--- src/rtl/clock_monitor.sv ---
// Divided-clock monitor: synchronises clk_in, strobes its rising edges,
// measures the period in clk cycles and tracks lock/loss status.
module clock_monitor #(
  parameter int WIDTH      = 8,
  parameter int EXP_PERIOD = 10,
  parameter int TOL        = 1,
  parameter int LOCK_CNT   = 4,
  parameter int TIMEOUT    = 40
) (
  input  logic             clk,
  input  logic             rst_n,
  input  logic             clk_in,
  output logic             rise_stb,
  output logic [WIDTH-1:0] period,
  output logic             period_vld,
  output logic             locked,
  output logic             lost
);

  typedef enum logic [1:0] {
    IDLE,
    ACQ,
    LOCK,
    LOST
  } state_t;

  localparam int LO_I = (EXP_PERIOD > TOL) ? EXP_PERIOD - TOL : 0;
  localparam int HI_I = EXP_PERIOD + TOL;

  localparam logic [WIDTH-1:0] CNT_MAX = '1;
  localparam logic [WIDTH-1:0] LO      = WIDTH'(LO_I);
  localparam logic [WIDTH-1:0] HI      = WIDTH'(HI_I);
  localparam logic [WIDTH-1:0] TMO     = WIDTH'(TIMEOUT);
  localparam logic [WIDTH-1:0] ONE     = WIDTH'(1);
  localparam logic [3:0]       LOCK_N  = 4'(LOCK_CNT);

  logic             s1;
  logic             s2;
  logic             s3;
  logic             rise;
  logic [WIDTH-1:0] cnt;
  logic             seen;
  logic             seen_nxt;
  logic [3:0]       good_cnt;
  logic [3:0]       good_nxt;
  logic [3:0]       good_inc;
  logic             meas;
  logic             good;
  logic             tmo;
  state_t           state;
  state_t           state_nxt;

  always_ff @(posedge clk or negedge rst_n) begin
    if (!rst_n) begin
      s1 <= 1'b0;
      s2 <= 1'b0;
      s3 <= 1'b0;
    end else begin
      s1 <= clk_in;
      s2 <= s1;
      s3 <= s2;
    end
  end

  assign rise = s2 & ~s3;

  always_ff @(posedge clk or negedge rst_n) begin
    if (!rst_n) begin
      cnt <= '0;
    end else if (rise) begin
      cnt <= ONE;
    end else if (cnt != CNT_MAX) begin
      cnt <= cnt + ONE;
    end
  end

  // seen is cleared on entry to LOST, so any rise with seen set is a period
  assign meas     = rise & seen;
  assign good     = meas & (cnt >= LO) & (cnt <= HI);
  assign tmo      = ~rise & (cnt == TMO);
  assign good_inc = good_cnt + 4'd1;

  always_ff @(posedge clk or negedge rst_n) begin
    if (!rst_n) begin
      state <= IDLE;
    end else begin
      state <= state_nxt;
    end
  end

  always_comb begin
    state_nxt = state;
    unique case (state)
      IDLE: begin
        if (rise) begin
          state_nxt = ACQ;
        end else if (tmo) begin
          state_nxt = LOST;
        end
      end
      ACQ: begin
        if (good && good_inc == LOCK_N) begin
          state_nxt = LOCK;
        end else if (tmo) begin
          state_nxt = LOST;
        end
      end
      LOCK: begin
        if (meas && !good) begin
          state_nxt = ACQ;
        end else if (tmo) begin
          state_nxt = LOST;
        end
      end
      LOST: begin
        if (rise) begin
          state_nxt = ACQ;
        end
      end
      default: state_nxt = IDLE;
    endcase
  end

  always_comb begin
    good_nxt = good_cnt;
    seen_nxt = seen;
    unique case (1'b1)
      (state_nxt == LOST): begin
        good_nxt = 4'd0;
        seen_nxt = 1'b0;
      end
      rise: begin
        seen_nxt = 1'b1;
        if (good && state == ACQ) begin
          good_nxt = good_inc;
        end else if (!good) begin
          good_nxt = 4'd0;
        end
      end
      default: ;
    endcase
  end

  always_ff @(posedge clk or negedge rst_n) begin
    if (!rst_n) begin
      good_cnt <= 4'd0;
      seen     <= 1'b0;
    end else begin
      good_cnt <= good_nxt;
      seen     <= seen_nxt;
    end
  end

  always_ff @(posedge clk or negedge rst_n) begin
    if (!rst_n) begin
      rise_stb   <= 1'b0;
      period     <= '0;
      period_vld <= 1'b0;
    end else begin
      rise_stb   <= rise;
      period_vld <= meas;
      if (meas) begin
        period <= cnt;
      end
    end
  end

  always_comb begin
    locked = (state == LOCK);
    lost   = (state == LOST);
  end

endmodule
--- config.mk ---
export PLATFORM = sky130hd
export DESIGN_NAME = clock_monitor
export DESIGN_NICKNAME = d
export VERILOG_FILES = /design/src/rtl/clock_monitor.sv
export SDC_FILE = /design/constraint.sdc
export NUM_CORES = 1
export LEC_CHECK = 0
export ABC_CLOCK_PERIOD_IN_PS = 3100
export CAP_MARGIN = 20
export CORE_MARGIN = 2
export CORE_UTILIZATION = 40
export CTS_BUF_LIST = sky130_fd_sc_hd__clkbuf_2
export DETAILED_ROUTE_END_ITERATION = 7
export PLACE_DENSITY = 0.65
export SLEW_MARGIN = 10
export SYNTH_ARGS = -nofsm -noshare
export SYNTH_HDL_FRONTEND = slang
export SYNTH_SLANG_ARGS = --single-unit
--- constraint.sdc ---
create_clock -name clk -period 3.1 [get_ports clk]
set_input_delay 0.31 -clock clk [delete_from_list [all_inputs] [get_ports clk]]
set_output_delay 0.31 -clock clk [all_outputs]
set_load 0.05 [all_outputs]
# Word-level counts from Yosys, hierarchy flattened
# Index checks and enable logic that the tools add are counted.
# W data, S select, Z words.
[word_totals] reg_bits=28 in_bits=3 out_inout_bits=12 word_cells=49
[classes] add_sub_neg=2 magnitude_cmp=2 n_eq_ne=8 n_mux=12 bitwise=7 reduce_logical=8
[ops] cell="$mux W8" count=2
[ops] cell="$mux W2" count=5
[ops] cell="$add A8 B1 Y8 const B" count=1
[ops] cell="$eq A8 B6 Y1 const B" count=1
[ops] cell="$ge A8 B4 Y1 const B" count=1
[ops] cell="$le A8 B4 Y1 const B" count=1
[ops] cell="$mux W4" count=2
[ops] cell="$ne A8 B8 Y1 const B" count=1
[ops] cell="$pmux W2 S4" count=1
[ops] cell="$pmux W4 S2" count=1
[ops] cell="$eq A2 B2 Y1 const B" count=3
[ops] cell="$and A1 B1 Y1" count=5
[ops] cell="$add A4 B1 Y4 const B" count=1
[ops] cell="$eq A4 B3 Y1 const B" count=1
[ops] cell="$reduce_bool A2 Y1" count=2
[ops] cell="$logic_and A1 B1 Y1" count=3
[ops] cell="$ne A3 B2 Y1 const B" count=1
[ops] cell="$eq A2 B1 Y1 const B" count=1
[ops] cell="$logic_not A2 Y1" count=1
[ops] cell="$not A1 Y1" count=2
[ops] cell="$pmux W1 S2" count=1
[ops] cell="$reduce_and A2 Y1" count=1
[ops] cell="$logic_not A1 Y1" count=1

# Depth between registers and ports, before layout
[logic_depth] word_depth=12 depth_mapped=7 mapped_depth_nobuf=6

# Worst setup path after synthesis
# OpenSTA, ideal clock, no wires.
[synth_timing] path_kind="reg-to-reg" startpoint="register cnt[4]" endpoint="register good_cnt[3]" setup_time_ps=65 arrival_ps=1709 t_required_ps=3035 path_slack_ps=1326 stages_incl_launch_ff=5 path_buffers=0 synth_period_minus_slack_ps=1774 cell_sequence="dfrtp_1 > or3_4 > a2111o_4 > o311ai_2 > o21a_1"
[synth_via] elab_chain_len=10 word_cells_on_any_way=21 classes_between="order compare (2); eq/ne (3); mux (7); bitwise (3); reduce/logical (6)"
[synth_rtl] element="start: declaration" line="41" rtl="logic [WIDTH-1:0] cnt;"
[synth_rtl] element="start signal: assignment" line="73" rtl="cnt <= cnt + ONE;"
[synth_rtl] element="$ge A8 B4 Y1" line="79" rtl="assign good = meas & (cnt >= LO) & (cnt <= HI);"
[synth_rtl] element="$and A1 B1 Y1 (2 in a row)" line="79"
[synth_rtl] element="$logic_not A1 Y1"
[synth_rtl] element="$logic_and A1 B1 Y1" line="109" rtl="if (meas && !good) begin"
[synth_rtl] element="$mux W2" line="109"
[synth_rtl] element="$pmux W2 S4" line="93" rtl="unique case (state)"
[synth_rtl] element="$eq A2 B2 Y1" line="128" rtl="(state_nxt == LOST): begin"
[synth_rtl] element="$reduce_bool A2 Y1 (no source line)"
[synth_rtl] element="$reduce_and A2 Y1 (no source line)"
[synth_rtl] element="end signal: assignment" line="149" rtl="good_cnt <= good_nxt;"
[synth_rtl] element="end: declaration" line="44" rtl="logic [3:0] good_cnt;"
# Parallel ways exist; a longest one is shown, timed or not.
# A chain may end at the register's enable or synchronous reset.

# Worst setup path in the final report
[layout_timing] startpoint="register state[1]" endpoint="output lost"
[layout_via] elab_chain_len=1
[layout_rtl] element="start: declaration" line="50" rtl="state_t state;"
[layout_rtl] element="start signal: assignment" line="87" rtl="state <= state_nxt;"
[layout_rtl] element="$eq A2 B2 Y1" line="170" rtl="lost = (state == LOST);"
[layout_rtl] element="end: declaration" line="17" rtl="output logic lost"
# Every way passes these cells.

==> run_results.csv <==
group,metric,value,unit
logic_synthesis,synthAdderAreaFrac,3.817,%
sta,fin_crit_sh,68.38,%
drt,drt_iter0_markers,35,
clock_network,cts_made_buffers,3,
power_and_ir_drop,vdd_drop_max,0.3379,mV
logic_synthesis,synth-compound-area-share,14.50,%
global_route,grt_first_pass_wirelength,3.877,mm
logic_synthesis,synth_simple_gate_area_share,17.56,%
logic_synthesis,synth_top_area_cell,"dfrtp_1",
placement,dpl.hpwl,1.714,mm
cells_and_area,syn_to_final_growth,15.65,%
floorplanning,initial_utilization,42.60,%
global_route,antenna_found_initial,0,
sta,clock-skew-final,0.003900,ns
critical_path,required,2.79,ns
critical_path,crit_type,"reg -> out",
sta,slew_violations,0,
critical_path,critPathLaunchType,"flop",
drt,dr.pass1.iters,4,
min_path,hp-class,"in -> async",
clock_network,htree_levels,1,
placement,place.gp.congestion,0.8771,
cells_and_area,seqCellArea,700.7,sq um
logic_synthesis,avgSynthCellArea,11.21,sq um
logic_synthesis,seq_area_frac_synth,53.44,%
sta,finalHoldViolCount,0,
global_route,grt_pass1_vias,884,
drt,avgRoutedWirePerCell,13.38,microns
drt,drc_errors,0,
cells_and_area,nets,141,
floorplanning,core-area,3078,sq um
floorplanning,fp.dieH,61.26,microns
drt,avgViaCountPerCell,5.282,
logic_synthesis,syn-num-nets,124,
sta,maxSlewHeadroom,66.65,%
logic_synthesis,synth_seq_cells,28,
sta,setup_violations,0,
sta,rsz0062_at_grt,"no",
status,status,"completed",
floorplanning,dieArea,3752,sq um
drt,postRouteAntennaNets,0,
logic_synthesis,synth_top_area_share,53.44,%
critical_path,endpoint_kind,"primary output",
cells_and_area,final_util,49.27,%
critical_path,worst-path-max-fanout,6,
clock_network,ctsResizeCount,0,
floorplanning,die_x,61.26,microns
drt,drt_wl_total,2.369,mm
logic_synthesis,synthCells,117,
clock_network,path_clk_slew,0.24,ns
sta,fin_ws,0.9802,ns
sta,fmax,0.4717,GHz
sta,fin_crit,2.120,ns
sta,fin_hold_ws,0.2956,ns
logic_synthesis,synth.area.mux_share,6.679,%
sta,tightest_slew,0.4988,ns
cells_and_area,multi_input_area,575.6,sq um
logic_synthesis,async_flop_share,100.0,%
global_route,grt-ovfl-total,0,
logic_synthesis,synth_common_cells,"dfrtp_1, nand2_1, nor2_1",
power_and_ir_drop,p_per_area,577.9,nW/um^2
logic_synthesis,ys.flop_type,"dfrtp_1",
cells_and_area,drive_gt1_share,12.78,%
logic_synthesis,yosys-top-cells-area,"dfrtp_1, mux2_2, ha_1",
logic_synthesis,synth_edf_count,0,
drt,vias,935,
placement,pre_cts_slack,1.193,ns
logic_synthesis,netlist_area,1311,sq um
cells_and_area,insertedDiodeCount,0,
clock_network,cts_max_path_buffers,2,
clock_network,postCtsSetupBuffers,0,
power_and_ir_drop,leakagePower,0.0006597,uW
flow_run,maxCapViolCount,0,
logic_synthesis,synth_most_common_cell,"dfrtp_1",
global_route,grt_max_degree,29,
placement,placed_cell_area,1498,sq um
floorplanning,ios,15,
clock_network,root_buffer,"clkbuf_2",
floorplanning,rows,20,
logic_synthesis,synth_xor_xnor_area_share,1.336,%
logic_synthesis,yosys_warnings,0,
placement,port_buffers,14,
sta,final.setup.tns,0,ns
logic_synthesis,synth_top_family_by_area,"simple AND/OR/NAND/NOR gates",
global_route,grt_use_total,13.96,%
critical_path,cp.arrival,1.81,ns
clock_network,clkLatencyLatePin,0.34,ns
clock_network,cts_tree,"yes",
clock_network,holdBufCountCts,0,
clock_network,clock_sinks,28,
cells_and_area,n_fill_cell,299,
logic_synthesis,synth_cell_types,43,
cells_and_area,stdcell_area,1516,sq um
-- power breakdown --
part	leakage [uW]	internal (uW)	switching [uW]
combinational	0.000286	106	169
sequential	0.000359	417	57.3
clock	0.0000140	28.0	100
total	0.000660	550	326
-- worst paths after layout --
kind	slack (ns)	startpoint	depth (start not counted)	end
setup reg to reg	1.16	cnt[4]$_DFFE_PN0P_	4	good_cnt[1]$_DFFE_PN0P_
min in group clk	0.38	clk_in	1	s1$_DFF_PN0_
hold / removal	0.30	rst_n	2	state[1]$_DFF_PN0_
max in group asynchronous	2.55	rst_n	2	period[7]$_DFFE_PN0P_
hold reg to reg	0.38	s1$_DFF_PN0_	0	s2$_DFF_PN0_
setup / recovery	0.98	state[1]$_DFF_PN0_	3	lost
-- final cells by class --
type,count,area share (%)
clock inverter,1,0.2475
sequential,28,46.20
inverter,5,1.238
tap,44,3.630
timing repair buffer,15,9.736
multi-input combinational,81,37.95
clock buffer,3,0.9901
-- state kept, by name (all words and copies together) (netlist names) --
name / count
cnt: 8
period: 8
good_cnt: 4
state: 2
period_vld: 1
rise_stb: 1
s1: 1
s2: 1
s3: 1
seen: 1
-- metrics by stage --
step	std cells	total power (uW)
after detailed placement	173	758.6
after global placement	173	755.9
after CTS	177	889.4
final	177	876.3
after global routing	177	928.5
after floorplan	117	669.6
-- cells in the final DEF (no fill, tap or decap), types with 2 or more instances in the layout --
| cell type | count |
|---|---|
| nand2b_1 | 3 |
| o21ai_0 | 6 |
| nor3_1 | 4 |
| nand4_1 | 2 |
| a31oi_1 | 3 |
| clkbuf_2 | 3 |
| nand3_1 | 2 |
| a21oi_1 | 2 |
| nor2b_1 | 3 |
| ha_1 | 4 |
| dfrtp_1 | 28 |
| nor2_1 | 9 |
| inv_1 | 4 |
| nand2_1 | 10 |
| clkdlybuf4s50_1 | 14 |
| nor3b_1 | 2 |
| clkinv_1 | 2 |
| mux2_2 | 6 |
| mux2i_1 | 2 |
-- critical path, stage by stage, from the launching register on --
cell	delay [ns]
dfrtp_1	0.49
nand2_1	0.12
inv_1	0.06
clkdlybuf4s50_1	0.79
-- kinds of logic after synthesis --
| logic type | after synthesis |
|---|---|
| adder cells (fa/ha/maj) | 4 |
| flip-flops | 28 |
| AO/OA/AOI/OAI | 24 |
| XOR/XNOR | 2 |
| multiplexers | 8 |
| buffers and inverters | 8 |
| AND/OR/NAND/NOR | 43 |
-- metal layers --
layer / global-route usage (%) / routed length [microns] / up-vias
li1: - / - / 450
met5: 0 / 0 / -
met2: 23.86 / 1207 / 14
met4: 5.590 / 13 / 0
met1: 17.85 / 1071 / 469
met3: 1.891 / 76 / 2
Note: power is estimated with default switching activity, not from simulation.
